File: config.mk
export PLATFORM = sky130hd
export DESIGN_NAME = bcd_stopwatch_ctrl
export DESIGN_NICKNAME = d
export VERILOG_FILES = /design/src/rtl/bcd_stopwatch_ctrl.sv
export SDC_FILE = /design/constraint.sdc
export NUM_CORES = 1
export LEC_CHECK = 0
export ABC_AREA = 0
export BUFFER_PORTS_ARGS = -buffer_cell sky130_fd_sc_hd__buf_2
export CORE_MARGIN = 2
export CORE_UTILIZATION = 54
export DETAILED_ROUTE_END_ITERATION = 16
export PLACE_DENSITY = 0.85
export SETUP_SLACK_MARGIN = 0.3
export SYNTH_ARGS = -nofsm -noshare
export SYNTH_HDL_FRONTEND = slang
export SYNTH_SLANG_ARGS = --single-unit
File: constraint.sdc
create_clock -name clk -period 2.5 [get_ports clk]
set_input_delay 0.375 -clock clk [delete_from_list [all_inputs] [get_ports clk]]
set_output_delay 0.375 -clock clk [all_outputs]
set_load 0.05 [all_outputs]
File: src/rtl/bcd_stopwatch_ctrl.sv
// bcd_stopwatch_ctrl
//   Control FSM plus cascaded NDIG-digit BCD counter for the stopwatch display
//   path. An internal prescaler divides clk into count ticks; a lap command
//   freezes the display while the live count keeps advancing.
//
// Ports
//   clk        in   system clock, rising edge
//   reset_n    in   synchronous active-low reset
//   start      in   begin/resume counting (IDLE/PAUSE -> RUN)
//   stop       in   pause counting (RUN -> PAUSE)
//   clear      in   zero everything, return to IDLE
//   lap        in   toggle lap freeze of the display
//   count      out  live BCD value, digit i at [4i+3:4i]
//   disp       out  lap snapshot while lap_active, else count
//   running    out  high while in RUN
//   lap_active out  display frozen
//   ovf        out  WRAP=1: one-cycle pulse on wrap; WRAP=0: sticky on halt
//   tick       out  combinational, high in the cycle a count step is taken
module bcd_stopwatch_ctrl #(
    parameter int NDIG     = 4,
    parameter int TICK_DIV = 10,
    parameter int WRAP     = 1
) (
    input  logic              clk,
    input  logic              reset_n,
    input  logic              start,
    input  logic              stop,
    input  logic              clear,
    input  logic              lap,
    output logic [4*NDIG-1:0] count,
    output logic [4*NDIG-1:0] disp,
    output logic              running,
    output logic              lap_active,
    output logic              ovf,
    output logic              tick
);

    localparam int PW = $clog2(TICK_DIV);

    typedef enum logic [1:0] {IDLE, RUN, PAUSE, DONE} state_t;

    state_t            state, state_nx;
    logic [PW-1:0]     presc, presc_nx;
    logic [4*NDIG-1:0] count_nx, inc_val, lap_reg, lap_reg_nx;
    logic              lap_active_nx, ovf_nx, all9, lap_ok;

    // Ripple BCD increment: the carry survives a digit only when that digit
    // is 9, so a carry out of the top digit means the value was all 9s.
    always_comb begin
        logic       carry;
        logic [3:0] dig;
        carry   = 1'b1;
        dig     = '0;
        inc_val = '0;
        for (int unsigned i = 0; i < NDIG; i++) begin
            dig = count[4*i +: 4];
            if (carry) begin
                if (dig == 4'd9) begin
                    inc_val[4*i +: 4] = '0;
                end else begin
                    inc_val[4*i +: 4] = dig + 4'd1;
                    carry             = 1'b0;
                end
            end else begin
                inc_val[4*i +: 4] = dig;
            end
        end
        all9 = carry;
    end

    assign tick    = (state == RUN) && (presc == PW'(TICK_DIV - 1)) && !stop && !clear;
    assign running = (state == RUN);
    assign disp    = lap_active ? lap_reg : count;

    always_comb begin
        state_nx      = state;
        presc_nx      = presc;
        count_nx      = count;
        lap_reg_nx    = lap_reg;
        lap_active_nx = lap_active;
        // Wrapping mode pulses ovf for a single cycle; halting mode keeps it.
        ovf_nx        = (WRAP != 0) ? 1'b0 : ovf;
        lap_ok        = 1'b0;

        if (clear) begin
            state_nx      = IDLE;
            presc_nx      = '0;
            count_nx      = '0;
            lap_reg_nx    = '0;
            lap_active_nx = 1'b0;
            ovf_nx        = 1'b0;
        end else begin
            case (state)
                IDLE: begin
                    presc_nx = '0;
                    if (start) state_nx = RUN;
                end
                RUN: begin
                    // stop outranks a due tick and also freezes the prescaler
                    if (stop) begin
                        state_nx = PAUSE;
                    end else begin
                        lap_ok   = lap;
                        presc_nx = (presc == PW'(TICK_DIV - 1)) ? '0 : presc + PW'(1);
                        if (tick) begin
                            if (all9 && (WRAP == 0)) begin
                                state_nx = DONE;
                                ovf_nx   = 1'b1;
                            end else begin
                                count_nx = inc_val;
                                if (all9) ovf_nx = 1'b1;
                            end
                        end
                    end
                end
                PAUSE: begin
                    if (!stop) begin
                        lap_ok = lap;
                        if (start) state_nx = RUN;
                    end
                end
                default: ;
            endcase
        end

        // Snapshot uses the pre-increment count when lap coincides with tick.
        if (lap_ok) begin
            lap_active_nx = !lap_active;
            if (!lap_active) lap_reg_nx = count;
        end
    end

    always_ff @(posedge clk) begin
        if (!reset_n) begin
            state      <= IDLE;
            presc      <= '0;
            count      <= '0;
            lap_reg    <= '0;
            lap_active <= 1'b0;
            ovf        <= 1'b0;
        end else begin
            state      <= state_nx;
            presc      <= presc_nx;
            count      <= count_nx;
            lap_reg    <= lap_reg_nx;
            lap_active <= lap_active_nx;
            ovf        <= ovf_nx;
        end
    end

endmodule

==> results of run 1 <==
[worst register-to-register path, cell delays in order (launching register included)]
cell,delay [ns]
dfxtp_1,0.41
ha_2,0.25
nor3b_4,0.31
nand4_1,0.28
or4_1,0.57
a31oi_1,0.19
[placed cells by master, fill, tap and decap left out, drive strengths merged, types with 2 or more instances in the layout]
cell type,count
o21ai,15
or4,4
xnor2,2
nand3,5
a21oi,32
nor3b,2
a21o,2
mux2,11
mux2i,2
o31ai,3
nand4,2
inv,10
dfxtp,40
and4b,2
nor2b,6
buf,45
nand2,50
nor4,2
and3b,2
nor3,4
nand3b,2
nor2,8
clkbuf,9
or3,3
ha,5
nand4b,2
[cells by family after synthesis]
group / share of synthesized area
fa+ha+maj: 0.03141
xor+xnor: 0.008796
simple gates: 0.2670
buf+inv: 0.04460
flops: 0.4020
mux: 0.07224
compound gates: 0.1740
[metal layers]
metal | vias up | wire [um]
li1 | 942 | -
met1 | 875 | 2031
met2 | 58 | 2112
met3 | 9 | 247
met4 | 0 | 91
met5 | - | 0
[final timing paths]
kind                                       startpoint                endpoint  slack (ns)  cells after the start
worst max-delay path            state[0]$_SDFFE_PP0P_                    tick        0.40                      4
worst min-delay path                          reset_n  count[11]$_SDFFE_PP0P_        0.34                      2
worst max register to register  state[0]$_SDFFE_PP0P_  count[15]$_SDFFE_PP0P_        0.42                      5
worst min register to register  lap_reg[3]$_SDFF_PN0_   lap_reg[3]$_SDFF_PN0_        0.45                      2
[timing repair]
action,4_1_cts,5_1_grt
endpoints found under the setup margin,0,3
resized for setup,0,2
endpoints found under the hold margin,0,0
[cell type report]
class / count / area [um2]
clock buffer: 8 / 90.09
fill: 330 / 1266
inverter: 10 / 37.54
multi-input combinational: 182 / 1106
sequential: 40 / 800.8
tap: 48 / 60.06
timing repair buffer: 46 / 245.2
[power by group]
part	total (mW)	internal, mW	switching [mW]	leakage (nW)
clock network	0.441	0.225	0.216	0.0455
logic	0.0547	0.0166	0.0381	0.539
registers	0.641	0.638	0.00214	0.322
total	1.14	0.880	0.256	0.907
[per-stage QoR]
step / hold slack, ns / util / power (mW)
after global routing: 0.3397 / 0.6489 / 1.184
after global placement: 0.4385 / 0.6228 / 0.7082
after floorplan: 0.4329 / - / 0.6914
after detailed placement: 0.4464 / 0.6228 / 0.7094
final: 0.3392 / 0.6489 / 1.136
after CTS: 0.3299 / 0.6478 / 1.150
==> impl_metrics.json, run 1 <==
{
  "synthArstFlopShare": 0,
  "final.period_utilization": 0.8414,
  "synthCells": 245,
  "synth_top_area_frac": 0.4020,
  "synth-seq-cells": 40,
  "yosysTopAreaCell": "dfxtp_1",
  "dpl-instance-area_um2": 2246,
  "fmax_mhz": 475.4,
  "fp.dieW_um": 64.74,
  "clock_latency_ns": 0.29,
  "gp_congestion": 0.8693,
  "irDropWorstVdd_uv": 300.2,
  "path_delay_family": "simple AND/OR/NAND/NOR gates",
  "wirelength_um": 4483,
  "cp.buffers_inverters": 1,
  "finalClockSkew_ns": 0.002159,
  "worstSetupEndpointType": "output port",
  "track_usage": 0.2329,
  "synth_nets": 256,
  "synth_common_cells": "50 x nand2_1, 40 x dfxtp_1, 32 x a21oi_1",
  "num_vias": 1884,
  "crit_fanout": 6,
  "busiest_layer": "met2",
  "fin_crit_ns": 2.104,
  "drive_gt1_frac": 0.2448,
  "rsz0062_at_grt": "true",
  "avgSynthCellArea_um2": 8.130,
  "coreArea_um2": 3606,
  "status": "finished clean",
  "post_drt_wl_per_cell_um": 13.42,
  "grt_max_degree": 28,
  "cp.arrival_ns": 1.73,
  "holdBufCountCts": 0,
  "instances_no_fill": 334,
  "clock_sinks": 40,
  "syn_to_final_growth_pct": 17.46,
  "place_ws_ns": 0.4573,
  "initial_utilization": 0.5524,
  "die_h_um": 64.74,
  "fin_area_um2": 2340,
  "postRouteAntennaNets": 0,
  "max_cap_violations": 0,
  "cp_cell_sequence": "ha_2 > nor3b_4 > and2_1 > clkbuf_4",
  "drt_first_pass_iters": 4,
  "final_nets": 296,
  "io-pin-count": 42,
  "vias_per_cell": 5.641,
  "slowest_delay_ns": 0.41,
  "first_global_vias": 1682,
  "synth.most_common_cell": "nand2_1",
  "ys_seq_area_frac": 0.4020,
  "synth_area_leaders": "dfxtp_1 40%, nand2_1 9.4%, a21oi_1 8.0%, mux2_2 6.2%, o21ai_0 3.8%",
  "use_met1": 0.2865,
  "synth_area_um2": 1992,
  "setup_viol": 0,
  "cts_root_buf": "clkbuf_8",
  "clock_path_buffers": 2,
  "drt_iter0_markers": 94,
  "clk_transition_reported_paths_ns": 0.07,
  "criticalPathCategory": "reg2out",
  "num_antenna_cells": 0,
  "antenna_found_initial": 0,
  "synth_cell_types": 44,
  "hold_class": "in2reg",
  "synth_edf_count": 0,
  "tightestPinTransition_ns": 0.4769,
  "slew_headroom": 0.6792,
  "powerDensity_nw_per_um2": 485.6,
  "drcViolationCount": 0,
  "startpoint_type": "flop",
  "hold_viol_final": 0,
  "post_cts_buffers": 0,
  "globalRouteOverflowTotal": 0,
  "htree_levels": 2,
  "cts_tree": "done",
  "cts_buffers": 5,
  "power.leakage_nw": 0.9069,
  "report.final.slew_viol_count": 0,
  "grt_use_met2": 0.3660,
  "synth-main-ff-cell": "dfxtp_1",
  "dpl.cell_count": 326,
  "yosysWarnings": 0,
  "worstPathRequired_ns": 2.12,
  "postLayoutSetupSlackWorst_ns": 0.3964,
  "dp_hpwl_um": 3123,
  "grtUsageMet3": 0.06424,
  "die-area_um2": 4191,
  "grt_pass1_wl_um": 7486,
  "fin_tns_setup_ns": 0,
  "port_buffers": 41,
  "critPathSlowestCell": "dfxtp_1",
  "num_rows": 22
}
No activity file was read; power rests on OpenSTA's default activity.
==> inputs of run 2 (changes only) <==
--- a/config.mk
+++ b/config.mk
@@ -5,12 +5,12 @@
 export SDC_FILE = /design/constraint.sdc
 export NUM_CORES = 1
 export LEC_CHECK = 0
-export ABC_AREA = 0
+export ABC_AREA = 1
 export BUFFER_PORTS_ARGS = -buffer_cell sky130_fd_sc_hd__buf_2
 export CORE_MARGIN = 2
 export CORE_UTILIZATION = 54
 export DETAILED_ROUTE_END_ITERATION = 16
-export PLACE_DENSITY = 0.85
+export PLACE_DENSITY = 0.84
 export SETUP_SLACK_MARGIN = 0.3
 export SYNTH_ARGS = -nofsm -noshare
 export SYNTH_HDL_FRONTEND = slang
==> constraint.sdc (replaced) <==
create_clock -name clk -period 2 [get_ports clk]
set_input_delay 0.3 -clock clk [delete_from_list [all_inputs] [get_ports clk]]
set_output_delay 0.3 -clock clk [all_outputs]
set_load 0.05 [all_outputs]
==> run 2 against run 1 <==
  * Synthesized area grew 6.6%
  * First-iteration DRC count up 21%
  * Clock-buffer cell count is 3 lower
  * Wire length is 14% higher
  * Power grew 21%
  * Global-route usage increased by 0.80 points
  * Setup slack worse by 0.088 ns
  * Combinational power grew 53%
  * Register-to-register slack worse by 0.08 ns
  * Clock power grew 9.8%
  * Hold slack improved by 0.011 ns
  * Clock skew is 0.0025 ns higher
  * Critical path type unchanged
  * Largest power group unchanged
==> impl_metrics.json, run 2 <==
{
  "cp.arrival_ns": 1.39,
  "synth_area_leaders": "dfxtp_1 38%, nand2_1 12%, o21ai_0 6.8%, nand3_1 5.9%, a21oi_1 5.4%",
  "crit-reg2reg-capture": "lap_reg[11]$_SDFF_PN0_",
  "criticalPathCategory": "reg2out",
  "synth.mux.area_fraction": 0,
  "first_global_vias": 1875,
  "initial_utilization": 0.5714,
  "finalPower_mw": 1.371,
  "crit_fanout": 7,
  "min_from": "reset_n",
  "setup_viol": 0,
  "grt_max_degree": 21,
  "fill_cells": 308,
  "min_to": "count[11]$_SDFFE_PP0P_",
  "dp_hpwl_um": 3707,
  "fin_util": 0.7010,
  "multi_input_area_um2": 1235,
  "synth_xor_area_frac": 0.02062,
  "drt_iter0_markers": 114,
  "final_cell_mix": "66 x nand2_1, 40 x buf_2, 37 x dfxtp_1, 29 x nor2_1, 25 x nand3_1",
  "synthArstFlopShare": 0,
  "synth_area_um2": 2123,
  "slew_headroom": 0.7796,
  "drcViolationCount": 0,
  "synth-main-ff-cell": "dfxtp_1",
  "antenna_found_initial": 0,
  "die_h_um": 66.71,
  "tightestPinTransition_ns": 0.3293,
  "coreArea_um2": 3716,
  "postRouteAntennaNets": 0,
  "syn_to_final_growth_pct": 22.69,
  "status": "finished clean",
  "yosysTopAreaCell": "dfxtp_1",
  "max_cap_violations": 0,
  "final.period_utilization": 0.8458,
  "worstPathRequired_ns": 1.70,
  "num_rows": 22,
  "num_vias": 2098,
  "rsz0062_at_grt": "true",
  "cts_buffers": 5,
  "synth_cell_types": 28,
  "yosysWarnings": 0,
  "timing.rr.start": "state[0]$_SDFFE_PP0P_",
  "fmax_mhz": 591.1,
  "report.final.slew_viol_count": 0,
  "avgSynthCellArea_um2": 7.008,
  "globalRouteOverflowTotal": 0,
  "port_buffers": 41,
  "seq_area_um2": 809.5,
  "drive_gt1_frac": 0.3247,
  "io-pin-count": 42,
  "synth_compound_area_frac": 0.1609,
  "startpoint_type": "flop",
  "clk_transition_reported_paths_ns": 0.07,
  "place_ws_ns": 0.3332,
  "synth.most_common_cell": "nand2_1",
  "irDropWorstVdd_uv": 312.6,
  "post_drt_wl_per_cell_um": 12.88,
  "final_common_cell": "nand2_1",
  "cts_root_buf": "clkbuf_8",
  "hold_depth": 3,
  "die-area_um2": 4450,
  "cts_tree": "done",
  "track_usage": 0.2409,
  "power.leakage_nw": 1.050,
  "hold_viol_final": 0,
  "clock_latency_ns": 0.29,
  "powerDensity_nw_per_um2": 526.2,
  "finalClockSkew_ns": 0.004688,
  "synth_common_cells": "67 x nand2_1, 40 x dfxtp_1, 29 x nor2_1, 29 x o21ai_0, 26 x inv_1",
  "fp.dieW_um": 66.71,
  "worstRegToRegCells": 7,
  "num_antenna_cells": 0,
  "hold_class": "in2reg",
  "synth-seq-cells": 40,
  "ys_seq_area_frac": 0.3771,
  "holdBufCountCts": 0,
  "synthCells": 303,
  "htree_levels": 2,
  "final_nets": 361,
  "grt_pass1_wl_um": 8197,
  "clock_sinks": 40,
  "clock_path_buffers": 2,
  "wirelength_um": 5099,
  "vias_per_cell": 5.298,
  "worstSetupEndpointType": "output port",
  "rrSetupSlack_ns": 0.34,
  "yosys.area_share.simple": 0.3265,
  "fin_tns_setup_ns": 0,
  "gp_congestion": 0.8346,
  "postLayoutSetupSlackWorst_ns": 0.3084,
  "synth_top_family_by_area": "simple AND/OR/NAND/NOR gates",
  "drt_first_pass_iters": 4,
  "fin_crit_ns": 1.692,
  "synth_top_area_frac": 0.3771,
  "synth_edf_count": 0,
  "synth_nets": 314,
  "synth_adder_area_share": 0.02946
}
==> run 2: cell count changes in the layout (fill, tap and decap cells not counted), moves of 6 or more <==
| cell | delta |
|---|---|
| nand2_1 | +16 |
| nor2_1 | +21 |
| a21oi_1 | -9 |
| nor2b_1 | -6 |
| nor2_4 | +7 |
| inv_2 | +11 |
| inv_1 | +14 |
| mux2_2 | -11 |
| nand3_1 | +20 |
| o21ai_2 | +17 |
==> run 2: worst max-delay path, stage by stage (launching register included) <==
cell and delay (ns):
dfxtp_2 0.33, inv_2 0.07, ha_4 0.12, nand2_2 0.06, nor2_4 0.17, nand3_4 0.13, clkinv_4 0.08, buf_8 0.13
==> run 2: cell type report <==
type                       instances  share of cell area
multi-input combinational        218              0.4741
sequential                        40              0.3108
timing repair buffer              49              0.1119
inverter                          36             0.05379
clock buffer                       5             0.02642
tap                               48             0.02305
==> run 2: what timing repair did <==
action / 4_1_cts / 5_1_grt
setup endpoints to repair: 18 / 11
pin swaps: 0 / 3
resized for setup: 3 / 13
hold endpoints to repair: 0 / 0
setup buffers: 2 / 3
==> run 2: power breakdown <==
part           switching (mW)  total (mW)  internal [mW]
sequential            0.00444       0.803          0.798
combinational          0.0585      0.0837         0.0251
clock                   0.259       0.484          0.225
total                   0.322        1.37           1.05
==> run 2: through the flow <==
stage / hold WS (ns) / instance area, um2 / cells
6_report: 0.3501 / 2605 / 396
5_1_grt: 0.3668 / 2605 / 396
4_1_cts: 0.3446 / 2539 / 393
3_5_place_dp: 0.4520 / 2442 / 386
3_3_place_gp: 0.4510 / 2442 / 386
2_1_floorplan: 0.4397 / 2185 / 303
==> run 2: logic make-up after synthesis <==
| family | count (synthesis) |
|---|---|
| simple gates | 145 |
| compound gates | 63 |
| fa+ha+maj | 5 |
| buf+inv | 45 |
| flops | 40 |
| xor+xnor | 5 |
==> run 2: worst max path at each step <==
stage | startpoint | end | slack [ns] | cells past startpoint
after floorplan | lap_active$_SDFFE_PN0P_ | disp[0] | 0.31 | 4
after global placement | state[1]$_SDFFE_PP0P_ | tick | 0.39 | 7
after detailed placement | state[0]$_SDFFE_PP0P_ | lap_reg[9]$_SDFF_PN0_ | 0.33 | 7
after CTS | state[1]$_SDFFE_PP0P_ | tick | 0.18 | 7
after global routing | state[0]$_SDFFE_PP0P_ | lap_reg[11]$_SDFF_PN0_ | 0.24 | 7
final | presc[1]$_SDFFE_PP0P_ | tick | 0.31 | 7
==> run 2: per-layer routing <==
| layer | part of all wire | wire (um) | vias up | track usage |
|---|---|---|---|---|
| met5 | 0 | 0 | - | 0 |
| met4 | 0.014 | 71 | 0 | 0.08929 |
| met3 | 0.040 | 206 | 9 | 0.05236 |
| met2 | 0.48 | 2423 | 48 | 0.3988 |
| met1 | 0.47 | 2397 | 969 | 0.3058 |
| li1 | - | - | 1072 | - |
